**src/rtl/uart_rx.sv**
```systemverilog
// uart_rx -- receive half of the 8-bit UART (1 start, 8 data LSB-first, 1 stop, no parity).
// The serial line is synchronized, oversampled 16x and decoded by a small FSM into
// parallel bytes with one-cycle valid/error strobes.
// Optional build macro UART_RX_MAJORITY_EN: each bit is the 2-of-3 majority of the
// samples at ticks 7, 8 and 9, and the decision moves to tick 9. When the macro is
// undefined, the single sample at tick 8 decides the bit.
module uart_rx #(
   parameter int baud_rate  = 9600,
   parameter int clock_freq = 10000000
) (
   input  logic       uart_clock,
   input  logic       uart_reset,
   input  logic       uart_d_in,
   output logic [7:0] uart_d_out,
   output logic       uart_rx_valid,
   output logic       uart_rx_error,
   output logic       uart_rx_busy
);

   // Prescaler divide ratio: integer division, never below 1.
   localparam int DIV_RAW = clock_freq / (baud_rate * 16);
   localparam int DIV     = (DIV_RAW < 1) ? 1 : DIV_RAW;
   localparam int PW      = (DIV > 1) ? $clog2(DIV) : 1;
   localparam logic [PW-1:0] PMAX = PW'(DIV - 1);

`ifdef UART_RX_MAJORITY_EN
   localparam logic [3:0] DECIDE_T = 4'd9;
`else
   localparam logic [3:0] DECIDE_T = 4'd8;
`endif

   typedef enum logic [2:0] {
      IDLE      = 3'd0,
      START     = 3'd1,
      DATA      = 3'd2,
      STOP      = 3'd3,
      WAIT_IDLE = 3'd4
   } state_t;

   state_t          state;
   logic            sync_p0;
   logic            sync_p1;
   logic [1:0]      fill;
   logic            armed;
   logic [PW-1:0]   presc;
   logic            tick;
   logic [3:0]      tick_cnt;
   logic [2:0]      bit_cnt;
   logic [7:0]      shift;
   logic            rx_s;
   logic            bit_val;
   logic            decide;
   logic            start_det;

   assign rx_s = sync_p1;

   // Two-flop synchronizer for the asynchronous line; fill marks when the reset
   // value of the synchronizer has been flushed so it cannot arm the receiver.
   always_ff @(posedge uart_clock) begin
      if (uart_reset) begin
         sync_p0 <= 1'b1;
         sync_p1 <= 1'b1;
         fill    <= 2'b00;
      end else begin
         sync_p0 <= uart_d_in;
         sync_p1 <= sync_p0;
         fill    <= {fill[0], 1'b1};
      end
   end

   assign start_det = (state == IDLE) && armed && !rx_s;
   assign tick      = (presc == PMAX);
   assign decide    = tick && (tick_cnt == DECIDE_T);

   // 16x prescaler; restarted on start detection so ticks align to the falling edge.
   always_ff @(posedge uart_clock) begin
      if (uart_reset || start_det || tick) begin
         presc <= '0;
      end else begin
         presc <= presc + PW'(1);
      end
   end

`ifdef UART_RX_MAJORITY_EN
   logic maj_7;
   logic maj_8;

   function automatic logic maj3(input logic a, input logic b, input logic c);
      return (a & b) | (a & c) | (b & c);
   endfunction

   // Capture the early samples of the majority window.
   always_ff @(posedge uart_clock) begin
      if (tick && (tick_cnt == 4'd7)) maj_7 <= rx_s;
      if (tick && (tick_cnt == 4'd8)) maj_8 <= rx_s;
   end

   assign bit_val = maj3(maj_7, maj_8, rx_s);
`else
   assign bit_val = rx_s;
`endif

   // Receive FSM with registered data, strobes and busy flag.
   always_ff @(posedge uart_clock) begin
      if (uart_reset) begin
         state         <= IDLE;
         armed         <= 1'b0;
         tick_cnt      <= 4'd0;
         bit_cnt       <= 3'd0;
         shift         <= 8'h00;
         uart_d_out    <= 8'h00;
         uart_rx_valid <= 1'b0;
         uart_rx_error <= 1'b0;
         uart_rx_busy  <= 1'b0;
      end else begin
         uart_rx_valid <= 1'b0;
         uart_rx_error <= 1'b0;
         if (tick) tick_cnt <= tick_cnt + 4'd1;
         case (state)
            IDLE: begin
               uart_rx_busy <= 1'b0;
               if (start_det) begin
                  tick_cnt <= 4'd0;
                  armed    <= 1'b0;
                  state    <= START;
               end else if (rx_s && fill[1]) begin
                  // Only a genuinely high line arms the receiver, so a frame that
                  // was already running when reset released is ignored.
                  armed <= 1'b1;
               end
            end
            START: begin
               if (decide) begin
                  if (bit_val) begin
                     armed <= 1'b1;
                     state <= IDLE;
                  end else begin
                     uart_rx_busy <= 1'b1;
                  end
               end else if (tick && (tick_cnt == 4'd15)) begin
                  tick_cnt <= 4'd0;
                  bit_cnt  <= 3'd0;
                  state    <= DATA;
               end
            end
            DATA: begin
               if (decide) shift <= {bit_val, shift[7:1]};
               if (tick && (tick_cnt == 4'd15)) begin
                  tick_cnt <= 4'd0;
                  if (bit_cnt == 3'd7) begin
                     state <= STOP;
                  end else begin
                     bit_cnt <= bit_cnt + 3'd1;
                  end
               end
            end
            STOP: begin
               if (decide) begin
                  if (bit_val) begin
                     uart_d_out    <= shift;
                     uart_rx_valid <= 1'b1;
                     uart_rx_busy  <= 1'b0;
                     armed         <= 1'b1;
                     state         <= IDLE;
                  end else begin
                     uart_rx_error <= 1'b1;
                     state         <= WAIT_IDLE;
                  end
               end
            end
            WAIT_IDLE: begin
               // Break or stuck-low line: hold busy until the line recovers.
               if (rx_s) begin
                  uart_rx_busy <= 1'b0;
                  armed        <= 1'b1;
                  state        <= IDLE;
               end
            end
            default: begin
               state <= IDLE;
            end
         endcase
      end
   end

endmodule

```
**config.mk**
```make
export PLATFORM = sky130hd
export DESIGN_NAME = uart_rx
export DESIGN_NICKNAME = d
export VERILOG_FILES = /design/src/rtl/uart_rx.sv
export SDC_FILE = /design/constraint.sdc
export NUM_CORES = 1
export LEC_CHECK = 0
export CORE_MARGIN = 2
export CORE_UTILIZATION = 40
export CTS_BUF_LIST = sky130_fd_sc_hd__clkbuf_2
export CTS_CLUSTER_DIAMETER = 30
export DETAILED_ROUTE_END_ITERATION = 8
export PLACE_DENSITY = 0.62
export SYNTH_ARGS = -nofsm -noshare
export SYNTH_HDL_FRONTEND = slang
export SYNTH_SLANG_ARGS = --single-unit
```
**constraint.sdc**
```tcl
create_clock -name uart_clock -period 2.5 [get_ports uart_clock]
set_input_delay 0.375 -clock uart_clock [delete_from_list [all_inputs] [get_ports uart_clock]]
set_output_delay 0.375 -clock uart_clock [all_outputs]
set_load 0.05 [all_outputs]
```
==> results of run 1 <==
-- registers in the layout, indices dropped and copies added (netlist names), 2 cells and up --
name,cells
shift,8
uart_d_out,8
presc,7
tick_cnt,4
bit_cnt,3
state,3
fill,2
-- layer usage --
metal	GRT usage	up-vias	wire length, um
met4	0.0905	0	134
met3	0.0414	10	121
met2	0.210	30	1580
met5	0	-	0
li1	-	742	-
met1	0.201	673	1760
-- metrics by stage --
stage	std cells	hold slack (ns)
after floorplan	206	0.389
after global placement	263	0.393
after detailed placement	263	0.398
after CTS	271	0.440
after global routing	271	0.467
final	271	0.438
-- kinds of logic after synthesis --
| family | share of synthesized area |
|---|---|
| buffers and inverters | 0.0352 |
| multiplexers | 0.0850 |
| adder cells (fa/ha/maj) | 0.0399 |
| AO/OA/AOI/OAI | 0.0957 |
| XOR/XNOR | 0.0419 |
| flip-flops | 0.436 |
| AND/OR/NAND/NOR | 0.266 |
-- synth_stat cells (3+ instances only) --
master,n,share of area
nand3_1,7,0.019
xnor2_1,5,0.023
dfxtp_1,41,0.44
nor2b_1,7,0.023
mux2i_1,16,0.085
inv_1,6,0.012
or2_2,3,0.010
a21oi_1,10,0.027
xor2_1,4,0.019
o21ai_0,5,0.013
nor2_1,32,0.064
ha_1,6,0.040
nand2_1,14,0.028
clkbuf_1,7,0.014
and3_1,8,0.027
-- worst paths after layout --
kind / from / endpoint / slack, ns / depth (start not counted)
hold reg to reg: sync_p0 / bit_val / 0.44 / 1
setup / recovery: state[1] / shift[7] / 0.43 / 4
setup reg to reg: state[1] / shift[7] / 0.43 / 4
hold / removal: sync_p0 / bit_val / 0.44 / 1
-- critical path: stages (launching register included) --
cell     delay, ns
dfxtp_1       0.63
nor3b_1       0.60
nand4_2       0.42
mux2i_1       0.26
nor2_1        0.05
-- final cells by class --
class,count,area share
Clock inverter,3,0.0218
Multi-Input combinational cell,149,0.470
Sequential cell,41,0.387
Timing Repair Buffer,15,0.0684
Tap cell,52,0.0307
Clock buffer,5,0.0118
Inverter,6,0.0106
-- where the power goes --
part	internal (mW)	total, mW	switching [mW]
Sequential	0.666	0.680	0.0143
Clock	0.170	0.405	0.235
Combinational	0.0279	0.0648	0.0370
Total	0.864	1.15	0.286
==> flow_summary.toml, run 1 <==
[run_status]
status = "finished, final reports clean"

[cells_and_area]
final_util = 0.477
nets = 227
final_area_um2 = 2120
nFillCells = 440
syn_to_final_growth_pct = 12.6
drive_above_1_share = 0.0776
multi_input_area_um2 = 996
final_cell_mix = "41 x dfxtp_1, 32 x nor2_1, 16 x mux2i_1, 14 x nand2_1, 13 x clkdlybuf4s50_1"
antenna_cells = 0
final_common_cell = "dfxtp_1"
register_area_um2 = 821

[timing]
slew_headroom = 0.572
setup_slack_ns = 0.430
period_share = 0.828
max_clock_freq_mhz = 483
tns_ns = 0
report.final.setup_viol = 0
hold_violations = 0
rsz0062_at_grt = "no"
min_period_ns = 2.07
worst_clock_skew_ns = 0.0426
worstMarginPinSlew_ns = 0.640
slew_violations = 0

[placed_design]
post_dp_cell_area_um2 = 2050
place_hpwl_um = 2500
gp_congestion = 0.864
place_ws_ns = 0.486
port_buffers = 13

[synth]
ys_seq_elements = 41
ys_async_sr_fraction = 0
ys.flop_type = "dfxtp_1"
synth.distinct_cells = 41
postSynthAreaPerCell_um2 = 9.14
ys_warn_count = 0
synth_edf_count = 0
syn_area_um2 = 1880
synth_fp_nets = 215
ys_seq_area_frac = 0.436
synthCells = 206

[cts]
clkLatencyLatePin_ns = 0.43
cts_setup_buffers = 0
cts_buffers = 5
clock_path_buffers = 2
cts_tree = "built"
clockRootBuffer = "clkbuf_2"
ctsHoldBuffers = 0
path_clk_slew_ns = 0.25
htreeDepth = 2
cts.repair.resized = 0
clock-sinks = 41

[detailed_routing]
routed-via-count = 1455
drtPass1Iterations = 4
drt-initial-drc-count = 131
vias_per_cell = 5.37
wl_um = 3590
drtAntennaViolNets = 0
post_drt_wl_per_cell_um = 13.3
drc = 0

[power]
powerDensity_nw_per_um2 = 543
power_leakage_nw = 0.944
ir_drop_v = 0.000304
power_mw = 1.15

[floorplan]
die_h_um = 72.6
io_pins = 14
die_area_um2 = 5270
rows = 24
fp.dieW_um = 72.6
core_area_um2 = 4440
start_util = 0.424

[critical_path]
path_max_fanout = 15
arrival_ns = 2.40
crit_path_end_kind = "register"
crit_type = "reg -> reg"
required_ns = 2.83
startpoint_type = "register"

[global_route]
antenna_found_initial = 0
grt_first_pass_wirelength_um = 6020
grt_usage = 0.149
grt_overflow = 0
grt_max_degree = 30
first_global_vias = 1299

[run]
maxCapViolCount = 0

[min_path]
hold_path_class = "reg -> reg"
No activity file was read; power rests on OpenSTA's default activity.
==> inputs of run 2 (changes only) <==
==> constraint.sdc (replaced) <==
create_clock -name uart_clock -period 2.01 [get_ports uart_clock]
set_input_delay 0.3015 -clock uart_clock [delete_from_list [all_inputs] [get_ports uart_clock]]
set_output_delay 0.3015 -clock uart_clock [all_outputs]
set_load 0.05 [all_outputs]
==> run 2 against run 1 <==
Against the previous run:
- routed wire length grew 1.4%
- cell area grew 2.5%
- sequential share of layout area shrank 0.94 points
- sequential power grew 24%
- global-route usage grew 0.32 points
- critical path depth shrank 3
- critical endpoint is now uart_rx_busy
- largest power group unchanged
- highest routed layer unchanged
==> flow_summary.toml, run 2 (synthesis gave the netlist of run 1 again) <==
[run_status]
status = "finished, final reports clean"

[critical_path]
arrival_ns = 1.63
cp_top_family = "buffers and inverters"
required_ns = 1.71
crit_type = "reg -> out"
crit_path_end_kind = "output port"
critPathSlowestCell = "clkdlybuf4s50_1"
critPathBufInv = 1
startpoint_type = "register"
reg2reg_slack_ns = 0.23
r2r_cells = 6
critical_path.max_stage_delay_ns = 0.82
worstPathCellList = "clkdlybuf4s50_1"
r2r-start = "bit_cnt[0]"
r2r-end = "bit_cnt[0]"
path_max_fanout = 2

[timing]
timing.hold.ws_ns = 0.438
period_share = 0.960
worstMarginPinSlew_ns = 0.525
hold_violations = 0
slew_violations = 0
report.final.setup_viol = 0
slew_headroom = 0.649
worst_clock_skew_ns = 0.00410
rsz0062_at_grt = "no"
tns_ns = 0
min_period_ns = 1.93
max_clock_freq_mhz = 518

[floorplan]
io_pins = 14
core_area_um2 = 4440
start_util = 0.424
rows = 24
die_area_um2 = 5270
die_h_um = 72.6
fp.dieW_um = 72.6

[power]
power_leakage_nw = 0.978
ir_drop_v = 0.000365
powerDensity_nw_per_um2 = 658

[cts]
htreeDepth = 2
cts_buffers = 5
cts_setup_buffers = 0
clock_path_buffers = 2
ctsHoldBuffers = 0
clockRootBuffer = "clkbuf_2"
path_clk_slew_ns = 0.21
cts.repair.resized = 0
clock-sinks = 41
cts_tree = "built"
clkLatencyLatePin_ns = 0.41

[min_path]
min_from = "sync_p0"
worstHoldEndpoint = "bit_val"
min_path_cells = 1
hold_path_class = "reg -> reg"

[cells_and_area]
final_common_cell = "dfxtp_1"
antenna_cells = 0
syn_to_final_growth_pct = 15.4
final_cell_mix = "41 x dfxtp_1, 32 x nor2_1, 16 x mux2i_1, 14 x nand2_1, 13 x clkdlybuf4s50_1"
drive_above_1_share = 0.106
reg_top3 = "shift: 8 flops, uart_d_out: 8 flops, presc: 7 flops"
nets = 234

[detailed_routing]
drtPass1Iterations = 5
vias_per_cell = 5.24
routed-via-count = 1458
drt-initial-drc-count = 102
drtAntennaViolNets = 0
post_drt_wl_per_cell_um = 13.1
wl_um = 3640
drc = 0

[global_route]
grt_overflow = 0
use_met3 = 0.0373
grt_first_pass_wirelength_um = 6180
grt_max_degree = 30
busiest_layer = "met2"
antenna_found_initial = 0
first_global_vias = 1319
grt_util_met1 = 0.212
grt_usage = 0.152
grt_use_met2 = 0.225

[run]
maxCapViolCount = 0

[placed_design]
port_buffers = 13
place_hpwl_um = 2570
gp_congestion = 0.848
## run 2: changes by cell type in the layout (fill, tap and decap cells not counted), sizes merged
cell and change:
buf +7
## run 2: layout make-up
cell class / count / area (um^2)
multi-input cells: 149 / 996
flip-flops and latches: 41 / 821
clock inverters: 3 / 46.3
fillers: 429 / 2270
inverters: 6 / 22.5
clock buffers: 5 / 25.0
well taps: 52 / 65.1
repair buffers: 22 / 198
## run 2: metrics by stage
stage	instance area [um^2]	util	setup slack [ns]	std cells	power [mW]
after floorplan	1880	-	0.352	206	0.920
after global placement	2100	0.473	0.290	270	0.949
after detailed placement	2100	0.473	0.258	270	0.949
after CTS	2170	0.489	0.0575	278	1.44
after global routing	2170	0.489	0.0211	278	1.48
final	2170	0.489	0.0794	278	1.43
## run 2: metal layers
layer,vias up,part of all wire
met4,0,0.017
met1,669,0.50
met2,31,0.45
li1,753,-
met5,-,0
met3,5,0.037
## run 2: where the power goes
part,internal [mW],switching [mW]
logic,0.0412,0.0476
registers,0.828,0.0171
clock network,0.212,0.285
total,1.08,0.349
## run 2: worst max-delay path by stage
stage	start	end	slack [ns]	cells past startpoint
floorplan	bit_cnt[0]	bit_cnt[0]	0.35	6
global placement	bit_cnt[0]	bit_cnt[0]	0.29	6
detailed placement	bit_cnt[0]	bit_cnt[0]	0.26	6
CTS	uart_rx_busy	uart_rx_busy	0.06	1
global route	uart_rx_busy	uart_rx_busy	0.02	1
finish	uart_rx_busy	uart_rx_busy	0.08	1
==> inputs of run 3 (changes only) <==
--- a/config.mk
+++ b/config.mk
@@ -10,7 +10,9 @@
 export CTS_BUF_LIST = sky130_fd_sc_hd__clkbuf_2
 export CTS_CLUSTER_DIAMETER = 30
 export DETAILED_ROUTE_END_ITERATION = 8
-export PLACE_DENSITY = 0.62
+export MAX_ROUTING_LAYER = met4
+export PLACE_DENSITY_LB_ADDON = 0.05
+export SETUP_SLACK_MARGIN = 0.3
 export SYNTH_ARGS = -nofsm -noshare
 export SYNTH_HDL_FRONTEND = slang
 export SYNTH_SLANG_ARGS = --single-unit
==> run 3 against run 2 <==
Against the previous run:
- non-clock buffer count is 8 higher
- cell count is 2.9% higher
- sequential share of layout area is 1.5 points lower
- via count is 5.0% higher
- sequential power hardly changed
- clock skew is 0.016 ns higher
- core utilization is 3.2 points higher
- flip-flop and latch count stayed put
- largest cell class unchanged
- worst hold slack better by 0.0030 ns
- power is 9.9% higher
==> flow_summary.toml, run 3 (synthesis gave the netlist of run 1 again) <==
[run_status]
status = "finished, final reports clean"

[critical_path]
r2r_cells = 6
critical_path.max_stage_delay_ns = 0.41
startpoint_type = "register"
crit_path_end_kind = "register"
arrival_ns = 2.01
critPathSlowestCell = "dfxtp_4"
crit_cells = 6
crit_type = "reg -> reg"
path_max_fanout = 4
cp_top_family = "compound AO/OA/AOI/OAI gates"
worstPathCellList = "inv_1 > ha_1 > and3b_1 > nand3_1 > a2111oi_2 > o211a_1"
critPathBufInv = 1
required_ns = 2.37

[cts]
cts_buffers = 5
htreeDepth = 2
clkLatencyLatePin_ns = 0.39
clockRootBuffer = "clkbuf_2"
clock_path_buffers = 2
cts_tree = "built"
clock-sinks = 41
path_clk_slew_ns = 0.22
ctsHoldBuffers = 0

[cells_and_area]
antenna_cells = 0
reg_top3 = "shift: 8 flops, uart_d_out: 8 flops, presc: 7 flops"
register_area_um2 = 838
multi_input_area_um2 = 1040
drive_above_1_share = 0.218
nFillCells = 408
final_area_um2 = 2310
syn_to_final_growth_pct = 22.9
nets = 242
final_cell_mix = "31 x nor2_1, 31 x dfxtp_1, 16 x mux2i_1, 15 x buf_4, 13 x nand2_1"

[timing]
slew_headroom = 0.669
slew_violations = 0
worstMarginPinSlew_ns = 0.498
period_share = 0.818
report.final.setup_viol = 0
min_period_ns = 1.64
worst_clock_skew_ns = 0.0205
rsz0062_at_grt = "yes"
tns_ns = 0
hold_violations = 0
timing.hold.ws_ns = 0.441
max_clock_freq_mhz = 609

[detailed_routing]
routed-via-count = 1531
post_drt_wl_per_cell_um = 13.8
drt-initial-drc-count = 76
drtAntennaViolNets = 0
wl_um = 3950
drtPass1Iterations = 4
vias_per_cell = 5.35
drc = 0

[power]
power_leakage_nw = 1.10
powerDensity_nw_per_um2 = 680
ir_drop_v = 0.000452
power_mw = 1.57

[run]
maxCapViolCount = 0

[placed_design]
gp_congestion = 0.815
post_dp_cell_area_um2 = 2100
port_buffers = 13
place_hpwl_um = 2730

[floorplan]
die_h_um = 72.6
core_area_um2 = 4440
rows = 24
start_util = 0.424
io_pins = 14
fp.dieW_um = 72.6
die_area_um2 = 5270

[min_path]
min_path_cells = 1
hold_path_class = "reg -> reg"

[global_route]
grt_usage = 0.166
grt_first_pass_wirelength_um = 6670
grt_overflow = 0
grt_max_degree = 30
first_global_vias = 1456
antenna_found_initial = 0
==> run 3: cell count changes in the layout (fill, tap and decap cells not counted), sizes merged <==
cell	delta
buf	+8
bufinv	+1
clkdlybuf4s15	+2
clkdlybuf4s50	-11
clkinv	-1
clkinvlp	-1
dlygate4sd2	+9
inv	+1
==> run 3: power breakdown <==
group,switching [mW],internal [mW]
Combinational,0.0532,0.0581
Clock,0.275,0.340
Sequential,0.0189,0.827
==> run 3: worst paths after layout <==
check | start | endpoint | slack, ns
worst max-delay path | tick_cnt[0] | uart_rx_busy | 0.37
worst min-delay path | sync_p0 | bit_val | 0.44
worst max register to register | tick_cnt[0] | uart_rx_busy | 0.37
worst min register to register | sync_p0 | bit_val | 0.44
==> run 3: what timing repair did <==
action,CTS,global route
pin swaps,2,7
endpoints found under the setup margin,13,24
resized for setup,16,22
cloned,0,0
setup buffers,3,5
==> run 3: through the flow <==
step | instances | util | worst slack (ns)
6_report | 286 | 0.521 | 0.367
5_1_grt | 286 | 0.521 | 0.271
4_1_cts | 281 | 0.498 | 0.288
3_5_place_dp | 270 | 0.473 | 0.220
3_3_place_gp | 270 | 0.473 | 0.305
2_1_floorplan | 206 | - | 0.352
==> run 3: layout make-up <==
class                           instances  share of cell area
Clock buffer                            5              0.0108
Clock inverter                          3              0.0297
Inverter                                6             0.00973
Multi-Input combinational cell        149               0.449
Sequential cell                        41               0.362
Tap cell                               52              0.0281
Timing Repair Buffer                   30               0.110
==> run 3: per-layer routing <==
layer	vias up	track usage	wire length, um
met3	6	0.0470	104
met1	735	0.208	1890
met2	24	0.261	1890
met4	0	0.0514	61
met5	-	-	0
li1	766	-	-
